===== src/rtl/mult_arbiter.sv =====
// mult_arbiter: round-robin sharing of one fully pipelined multiplier among
// NUM_REQ requesters. A tag pipeline follows each operand pair through the
// multiplier so that the product can be returned to the requester that owns it.
// Optional build macro MULT_ARB_CHECK_EN: responses are qualified by mult_done
// and a sticky err flag records any disagreement between mult_done and the tags.
module mult_arbiter #(
  parameter int NUM_REQ = 4,
  parameter int STAGES  = 8
) (
  input  logic                   clock,
  input  logic                   reset,
  input  logic [NUM_REQ-1:0]     req_valid,
  input  logic [NUM_REQ*64-1:0]  req_mcand,
  input  logic [NUM_REQ*64-1:0]  req_mplier,
  output logic [NUM_REQ-1:0]     req_ready,
  output logic [NUM_REQ-1:0]     resp_valid,
  output logic [63:0]            resp_product,
  output logic                   mult_start,
  output logic [63:0]            mult_mcand,
  output logic [63:0]            mult_mplier,
  input  logic [63:0]            mult_product,
  input  logic                   mult_done,
  output logic                   err
);

  localparam int PW = $clog2(NUM_REQ);

  logic [PW-1:0]      ptr_r;
  logic [NUM_REQ-1:0] busy_r;
  logic [STAGES-1:0]  tag_valid_r;
  logic [PW-1:0]      tag_id_r [STAGES];

  logic [NUM_REQ-1:0] eligible_s;
  logic               grant_s;
  logic [PW-1:0]      win_id_s;
  logic [PW-1:0]      cand_s;
  logic [PW-1:0]      ptr_next_s;
  logic               resp_fire_s;
  logic [PW-1:0]      resp_id_s;
  logic [NUM_REQ-1:0] resp_onehot_s;

  // A requester whose response is being presented this cycle is masked as well:
  // its busy bit already dropped on the response edge, but the earliest regrant
  // must be the cycle after resp_valid. No grants are issued while in reset.
  assign eligible_s = reset ? {NUM_REQ{1'b0}} : (req_valid & ~busy_r & ~resp_valid);

  // Round-robin search for the first eligible requester starting at ptr_r
  always_comb begin
    grant_s  = 1'b0;
    win_id_s = '0;
    cand_s   = '0;
    for (int o = 0; o < NUM_REQ; o++) begin
      cand_s = PW'((int'(ptr_r) + o) % NUM_REQ);
      if (!grant_s && eligible_s[cand_s]) begin
        grant_s  = 1'b1;
        win_id_s = cand_s;
      end else begin
        grant_s  = grant_s;
        win_id_s = win_id_s;
      end
    end
  end

  assign ptr_next_s = PW'((int'(win_id_s) + 1) % NUM_REQ);
  assign mult_start = grant_s;

  // One-hot grant and operand steering toward the multiplier
  always_comb begin
    req_ready   = '0;
    mult_mcand  = 64'd0;
    mult_mplier = 64'd0;
    if (grant_s) begin
      req_ready[win_id_s] = 1'b1;
      mult_mcand          = req_mcand[int'(win_id_s)*64 +: 64];
      mult_mplier         = req_mplier[int'(win_id_s)*64 +: 64];
    end else begin
      req_ready   = '0;
      mult_mcand  = 64'd0;
      mult_mplier = 64'd0;
    end
  end

  assign resp_id_s = tag_id_r[STAGES-1];

`ifdef MULT_ARB_CHECK_EN
  assign resp_fire_s = mult_done & tag_valid_r[STAGES-1];

  // Sticky flag: mult_done must coincide exactly with a valid tail tag
  always_ff @(posedge clock) begin
    if (reset) begin
      err <= 1'b0;
    end else begin
      err <= err | (mult_done != tag_valid_r[STAGES-1]);
    end
  end
`else
  logic unused_done_s;

  // The multiplier never stalls, so the tail tag alone identifies a finished product
  assign resp_fire_s   = tag_valid_r[STAGES-1];
  assign unused_done_s = mult_done;
  assign err           = 1'b0;
`endif

  // Decode the tail owner into a one-hot response vector
  always_comb begin
    resp_onehot_s = '0;
    if (resp_fire_s) begin
      resp_onehot_s[resp_id_s] = 1'b1;
    end else begin
      resp_onehot_s = '0;
    end
  end

  // Tag pipeline shifts every cycle in lockstep with the multiplier stages
  always_ff @(posedge clock) begin
    if (reset) begin
      tag_valid_r <= '0;
      for (int i = 0; i < STAGES; i++) begin
        tag_id_r[i] <= '0;
      end
    end else begin
      tag_valid_r <= {tag_valid_r[STAGES-2:0], mult_start};
      tag_id_r[0] <= win_id_s;
      for (int i = 1; i < STAGES; i++) begin
        tag_id_r[i] <= tag_id_r[i-1];
      end
    end
  end

  // Busy bits, round-robin pointer and registered response
  always_ff @(posedge clock) begin
    if (reset) begin
      busy_r       <= '0;
      ptr_r        <= '0;
      resp_valid   <= '0;
      resp_product <= 64'd0;
    end else begin
      busy_r     <= (busy_r | req_ready) & ~resp_onehot_s;
      resp_valid <= resp_onehot_s;
      if (grant_s) begin
        ptr_r <= ptr_next_s;
      end
      if (resp_fire_s) begin
        resp_product <= mult_product;
      end
    end
  end

endmodule


===== config.mk =====
export PLATFORM = sky130hd
export DESIGN_NAME = mult_arbiter
export DESIGN_NICKNAME = d
export VERILOG_FILES = /design/src/rtl/mult_arbiter.sv
export SDC_FILE = /design/constraint.sdc
export NUM_CORES = 1
export LEC_CHECK = 0
export BUFFER_PORTS_ARGS = -buffer_cell sky130_fd_sc_hd__buf_4
export CAP_MARGIN = 20
export CORE_AREA = 5 5 299 301
export DETAILED_ROUTE_END_ITERATION = 10
export DIE_AREA = 0 0 304 306
export PLACE_DENSITY_LB_ADDON = 0.12
export RECOVER_POWER = 25
export REMOVE_ABC_BUFFERS = 1
export SYNTH_ARGS = -nofsm -noshare
export SYNTH_HDL_FRONTEND = slang
export SYNTH_SLANG_ARGS = --single-unit

===== constraint.sdc =====
create_clock -name clock -period 8.1 [get_ports clock]
set_input_delay 1.215 -clock clock [delete_from_list [all_inputs] [get_ports clock]]
set_output_delay 1.215 -clock clock [all_outputs]
set_load 0.02 [all_outputs]

=== Word-level counts from Yosys, hierarchy flattened ===
Memory sizes are Yosys's and may differ from the RTL's.
Cells that the tools add are included.

* Bits in writable memories: 16
* Flip-flop bits (word level): 82
* Bits of input ports: 583
* Memories: 1

{| class="wikitable"
|+ Memory list
! name !! depth !! bits a word !! read ports !! clocked after memory_dff !! wr ports !! RTL line !! source
|-
| tag_id_r || 8 || 2 || 8 || 0 || 8 || 31 || <nowiki>logic [PW-1:0] tag_id_r [STAGES];</nowiki>
|}

* Shift-type cells: 2
* Bitwise gates (word level): 15
* $add $sub $neg: 4
* Mux-type cells: 36
* Reductions and logical operators: 8
* $lt $le $gt $ge: 8

{| class="wikitable"
|+ Operator list
! kind !! count
|-
| $shiftx 256x9->64 || 2
|-
| $mux 64 || 2
|-
| $mux 2 || 12
|-
| $lt 2x3->1 const B || 6
|-
| $mux 1 || 13
|-
| $and 4x4->4 || 3
|-
| $mux 4 || 3
|-
| $not 4->4 || 3
|-
| $bmux 1 s2 || 4
|-
| $or 1x1->1 || 8
|-
| $logic_and 1x1->1 || 5
|-
| $add 2x1->2 const B || 2
|-
| $add 2x2->2 const B || 2
|-
| $demux 1 s2 || 2
|-
| $ge 2x1->1 const B || 2
|-
| $or 4x4->4 || 1
|-
| $logic_not 1->1 || 3
|}

=== Depth between registers and ports, before layout ===
* Depth in word-level cells: 23
* Gate-level depth with buffers: 9

=== Worst setup path before layout ===
Ideal clock, no wire load.

* Path kind: input to output
* Start: input reset
* End: output mult_mplier[16]
* Arrival time: 3.233 ns
* Slack: 3.652 ns
* Path buffers: 4
* Data required time: 6.885 ns
* Stages: 9
* Cells stage by stage: buf_2 -> or4b_1 -> clkbuf_1 -> a21oi_1 -> a211oi_2 -> buf_2 -> clkbuf_1 -> a22o_1 -> a221o_1

* Cells in the longest elaborated chain, start to end: 15
* Elaborated cells between the ends (all ways): 25
* Classes of those cells: shift (1); mux (18); reduce/logical (6)

{| class="wikitable"
|+ RTL lines
! element !! RTL line !! source
|-
| from (decl) || 11 || <nowiki>input logic reset,</nowiki>
|-
| $mux 4 * || 45 || <nowiki>assign eligible_s = reset ? {NUM_REQ{1'b0}} : (req_valid & ~busy_r & ~resp_valid);</nowiki>
|-
| $bmux 1 s2 || 54 || <nowiki>if (!grant_s && eligible_s[cand_s]) begin</nowiki>
|-
| $mux 1 (implied by the code) || 54 ||
|-
| $mux 1 || 54 ||
|-
| $logic_not 1->1 || 54 ||
|-
| $logic_and 1x1->1 || 54 ||
|-
| $mux 1 || 54 ||
|-
| $logic_not 1->1 || 54 ||
|-
| $logic_and 1x1->1 || 54 ||
|-
| $mux 1 || 54 ||
|-
| $logic_not 1->1 || 54 ||
|-
| $logic_and 1x1->1 || 54 ||
|-
| $mux 2 || 54 ||
|-
| $shiftx 256x9->64 || 75 || <nowiki>mult_mplier = req_mplier[int'(win_id_s)*64 +: 64];</nowiki>
|-
| $mux 64 * || 72 || <nowiki>if (grant_s) begin</nowiki>
|-
| to (decl) || 20 || <nowiki>output logic [63:0] mult_mplier,</nowiki>
|}

Every way passes the cells marked *; elsewhere a longest branch is shown, timed or not. The select of a mux whose other input is x is not followed.

=== Worst setup path after layout ===
* Start: input reset
* End: output mult_mplier[57]

Same word-level chain as after synthesis.

==> results_dict.tcl <==
set metrics [dict create \
    cp.arrival_ns 4.91 \
    grt_pass1_wl_mm 84.3 \
    root_buffer "clkbuf_16" \
    final_cells 2522 \
    drt.antenna.violating_nets 0 \
    cts.path.max_buffers 2 \
    setup_viol 0 \
    slowest_stage "or4b_1" \
    critPathCapture "mult_mplier[57]" \
    ys_ff_latch 98 \
    antenna_found_initial 21 \
    start_util_pct 7.03 \
    slew_headroom_pct 38.6 \
    gr-total-overflow 0 \
    r2r_slack_ns 5.63 \
    reg2regPathDepth 5 \
    ys_top_cells_by_area "dfxtp_1, a221o_1, a22o_1" \
    netlist.area_leader.share_pct 32.3 \
    cpMostUsedCell "buf_4" \
    detail_route.wl_per_cell_um 26.1 \
    dieArea_mm2 0.0930 \
    swShare_pct 42.1 \
    cpPeakStageDelay_ns 0.76 \
    fin_nets 1937 \
    r2r-start "busy_r[1]$_SDFF_PP0_" \
    setup_ws_ns 1.97 \
    insertion_delay_ns 0.35 \
    cts_tree "yes" \
    dp_hpwl_mm 56.3 \
    utilization_pct 15.4 \
    detail_route.vias_per_cell 3.52 \
    die_height_um 306 \
    core_mm2 0.0863 \
    pwr-share-comb_pct 58.1 \
    wl_met2_mm 33.4 \
    worstReg2RegEnd "busy_r[1]$_SDFF_PP0_" \
    cellLeakagePower_nw 5.77 \
    dieWidth_um 304 \
    tightestPinTransition_ns 0.921 \
    grt_pass1_vias 9204 \
    drtIter0Drc 596 \
    syn_area_per_cell_um2 9.65 \
    portBuffers 782 \
    tns_ns 0 \
    worst-setup-path-type "in2out" \
    wl_met1_mm 25.3 \
    synth.distinct_cells 32 \
    syn_area_mm2 0.00607 \
    hold_ws_ns 0.427 \
    layout_common_cells "buf_4, a22o_1, a221o_1" \
    yosys.area.top_type "dfxtp_1" \
    syn_inst 629 \
    drc 0 \
    clock_sinks 98 \
    power_frac_seq_pct 21.9 \
    crit_path_start "reset" \
    postCtsSetupRepairBufs 0 \
    endpoint_kind "output port" \
    pwr-share-clk_pct 20.0 \
    place_worst_setup_slack_ns 2.26 \
    rows 108 \
    area_growth_pct 119 \
    io_pins 785 \
    grt_max_degree 107 \
    post_cts_resized 0 \
    switchingPower_uw 964 \
    cts_buffers 9 \
    yosysSeqAreaShare_pct 32.3 \
    placed_area_mm2 0.0132 \
    num_vias 8886 \
    worst-endpoint-required_ns 6.88 \
    synth_warnings 0 \
    stdcell_area_mm2 0.0133 \
    status "completed" \
    track_usage_pct 13.1 \
    rsz0062_at_grt "false" \
    final_hold_viol_count 0 \
    globalplace.congestion 0.939 \
    dr.pass1.iters 4 \
    fin_crit_ns 6.13 \
    cp_num_buf_inv 3 \
    worstPathCellList "clkbuf_1 -> or4b_1 -> mux2_2 -> o221a_2 -> nor3_4 -> buf_4 -> a221o_1 -> buf_4" \
    irDropWorstVdd_mv 0.0762 \
    clock_skew_ns 0.0136 \
    power.internal_mw 1.32 \
    p_total_mw 2.29 \
    top_layer "met4" \
    htreeDepth 3 \
    drive_above_1_share_pct 55.1 \
    clk_pin_slew_ns 0.08 \
    final_max_slew_viol_count 0 \
    wirelength_mm 65.9 \
    hp-class "reg2reg" \
    wl_met3_mm 5.77 \
    worst_setup_path_start_kind "input pin" \
    layout_commonest_cell "buf_4" \
    cp.depth 8 \
    drv_cap 0 \
    place_inst 2498 \
    cellPowerDensity_mw_per_mm2 172 \
    clock.fmax_mhz 163 \
    postCtsHoldBufs 0 \
    worst_path_dominant_cell_family "simple AND/OR/NAND/NOR gates" \
    period_share_pct 75.6 \
    critPathMaxFanout 34 \
]
[power by group through the flow]
stage,registers [mW],clock network (mW),logic [mW]
final,0.501,0.457,1.33
after global routing,0.503,0.502,1.41
after CTS,0.501,0.482,1.36
after detailed placement,0.512,0,1.35
after global placement,0.513,0,1.37
after floorplan,0.512,0,0.581
[worst reg2reg max path, stage by stage (launching register included)]
cell and delay (ns):
dfxtp_1 0.32, or4b_1 0.72, a211oi_4 0.39, buf_12 0.41, nor2_1 0.30, a311oi_1 0.25
[cells by family (layout without fill, tap and decap cells)]
logic type	after synthesis	after routing	share of synthesized area, %
AO/OA/AOI/OAI	277	277	42.1
buffers and inverters	84	814	6.23
flip-flops	98	98	32.3
multiplexers	65	65	10.7
other	1	9	0.0618
AND/OR/NAND/NOR	104	104	8.52
[layout make-up]
class / instances / area [um^2]
Antenna cell: 8 / 20.0
Clock buffer: 9 / 225
Clock inverter: 7 / 83.8
Fill cell: 9884 / 73100
Inverter: 5 / 18.8
Multi-Input combinational cell: 447 / 3760
Sequential cell: 98 / 1970
Tap cell: 1155 / 1450
Timing Repair Buffer: 793 / 5760
[worst min-delay path by stage]
| stage | start | endpoint | slack, ns | cells past startpoint |
|---|---|---|---|---|
| detailed placement | tag_id_r[0][6]$_SDFF_PP0_ | tag_id_r[0][8]$_SDFF_PP0_ | 0.42 | 1 |
| global placement | tag_valid_r[6]$_SDFF_PP0_ | tag_valid_r[7]$_SDFF_PP0_ | 0.42 | 1 |
| floorplan | tag_id_r[0][8]$_SDFF_PP0_ | tag_id_r[0][10]$_SDFF_PP0_ | 0.41 | 1 |
| global route | tag_valid_r[6]$_SDFF_PP0_ | tag_valid_r[7]$_SDFF_PP0_ | 0.45 | 1 |
| CTS | tag_id_r[0][13]$_SDFF_PP0_ | tag_id_r[0][15]$_SDFF_PP0_ | 0.44 | 1 |
| finish | tag_id_r[0][12]$_SDFF_PP0_ | tag_id_r[0][14]$_SDFF_PP0_ | 0.43 | 1 |
[cell usage after synthesis]
cell      number
mux2i_1       64
nand2_1        2
nor4bb_1       1
nor2_1        68
a211oi_1       2
a21oi_1        3
nor2b_1       21
nor4b_1        5
a22o_1       128
dfxtp_1       98
mux2_2         1
inv_1          5
or4b_1         4
o22ai_1        1
conb_1         1
buf_2         14
a32oi_1        1
o221a_2        1
buf_4         12
o32ai_1        1
nor3_4         1
o211ai_1       1
clkbuf_1      43
a22oi_1        1
a221o_1      128
a311oi_1       3
a211oi_2       1
o21a_1         1
a31oi_1        1
nand4_1        2
o21ai_0        4
buf_1         10
[flip-flops by register name (all words and copies together), names as in the netlist]
signal / flops
resp_valid: 4
tag_id_r: 16
resp_product: 64
tag_valid_r: 8
busy_r: 4
ptr_r: 2
[layer usage]
layer | GRT usage [%] | vias up
met5 | 0 | -
met4 | 2.60 | 0
met3 | 4.56 | 47
met2 | 23.5 | 467
met1 | 15.2 | 4321
li1 | - | 4051
Power figures use the tool's default switching activity.
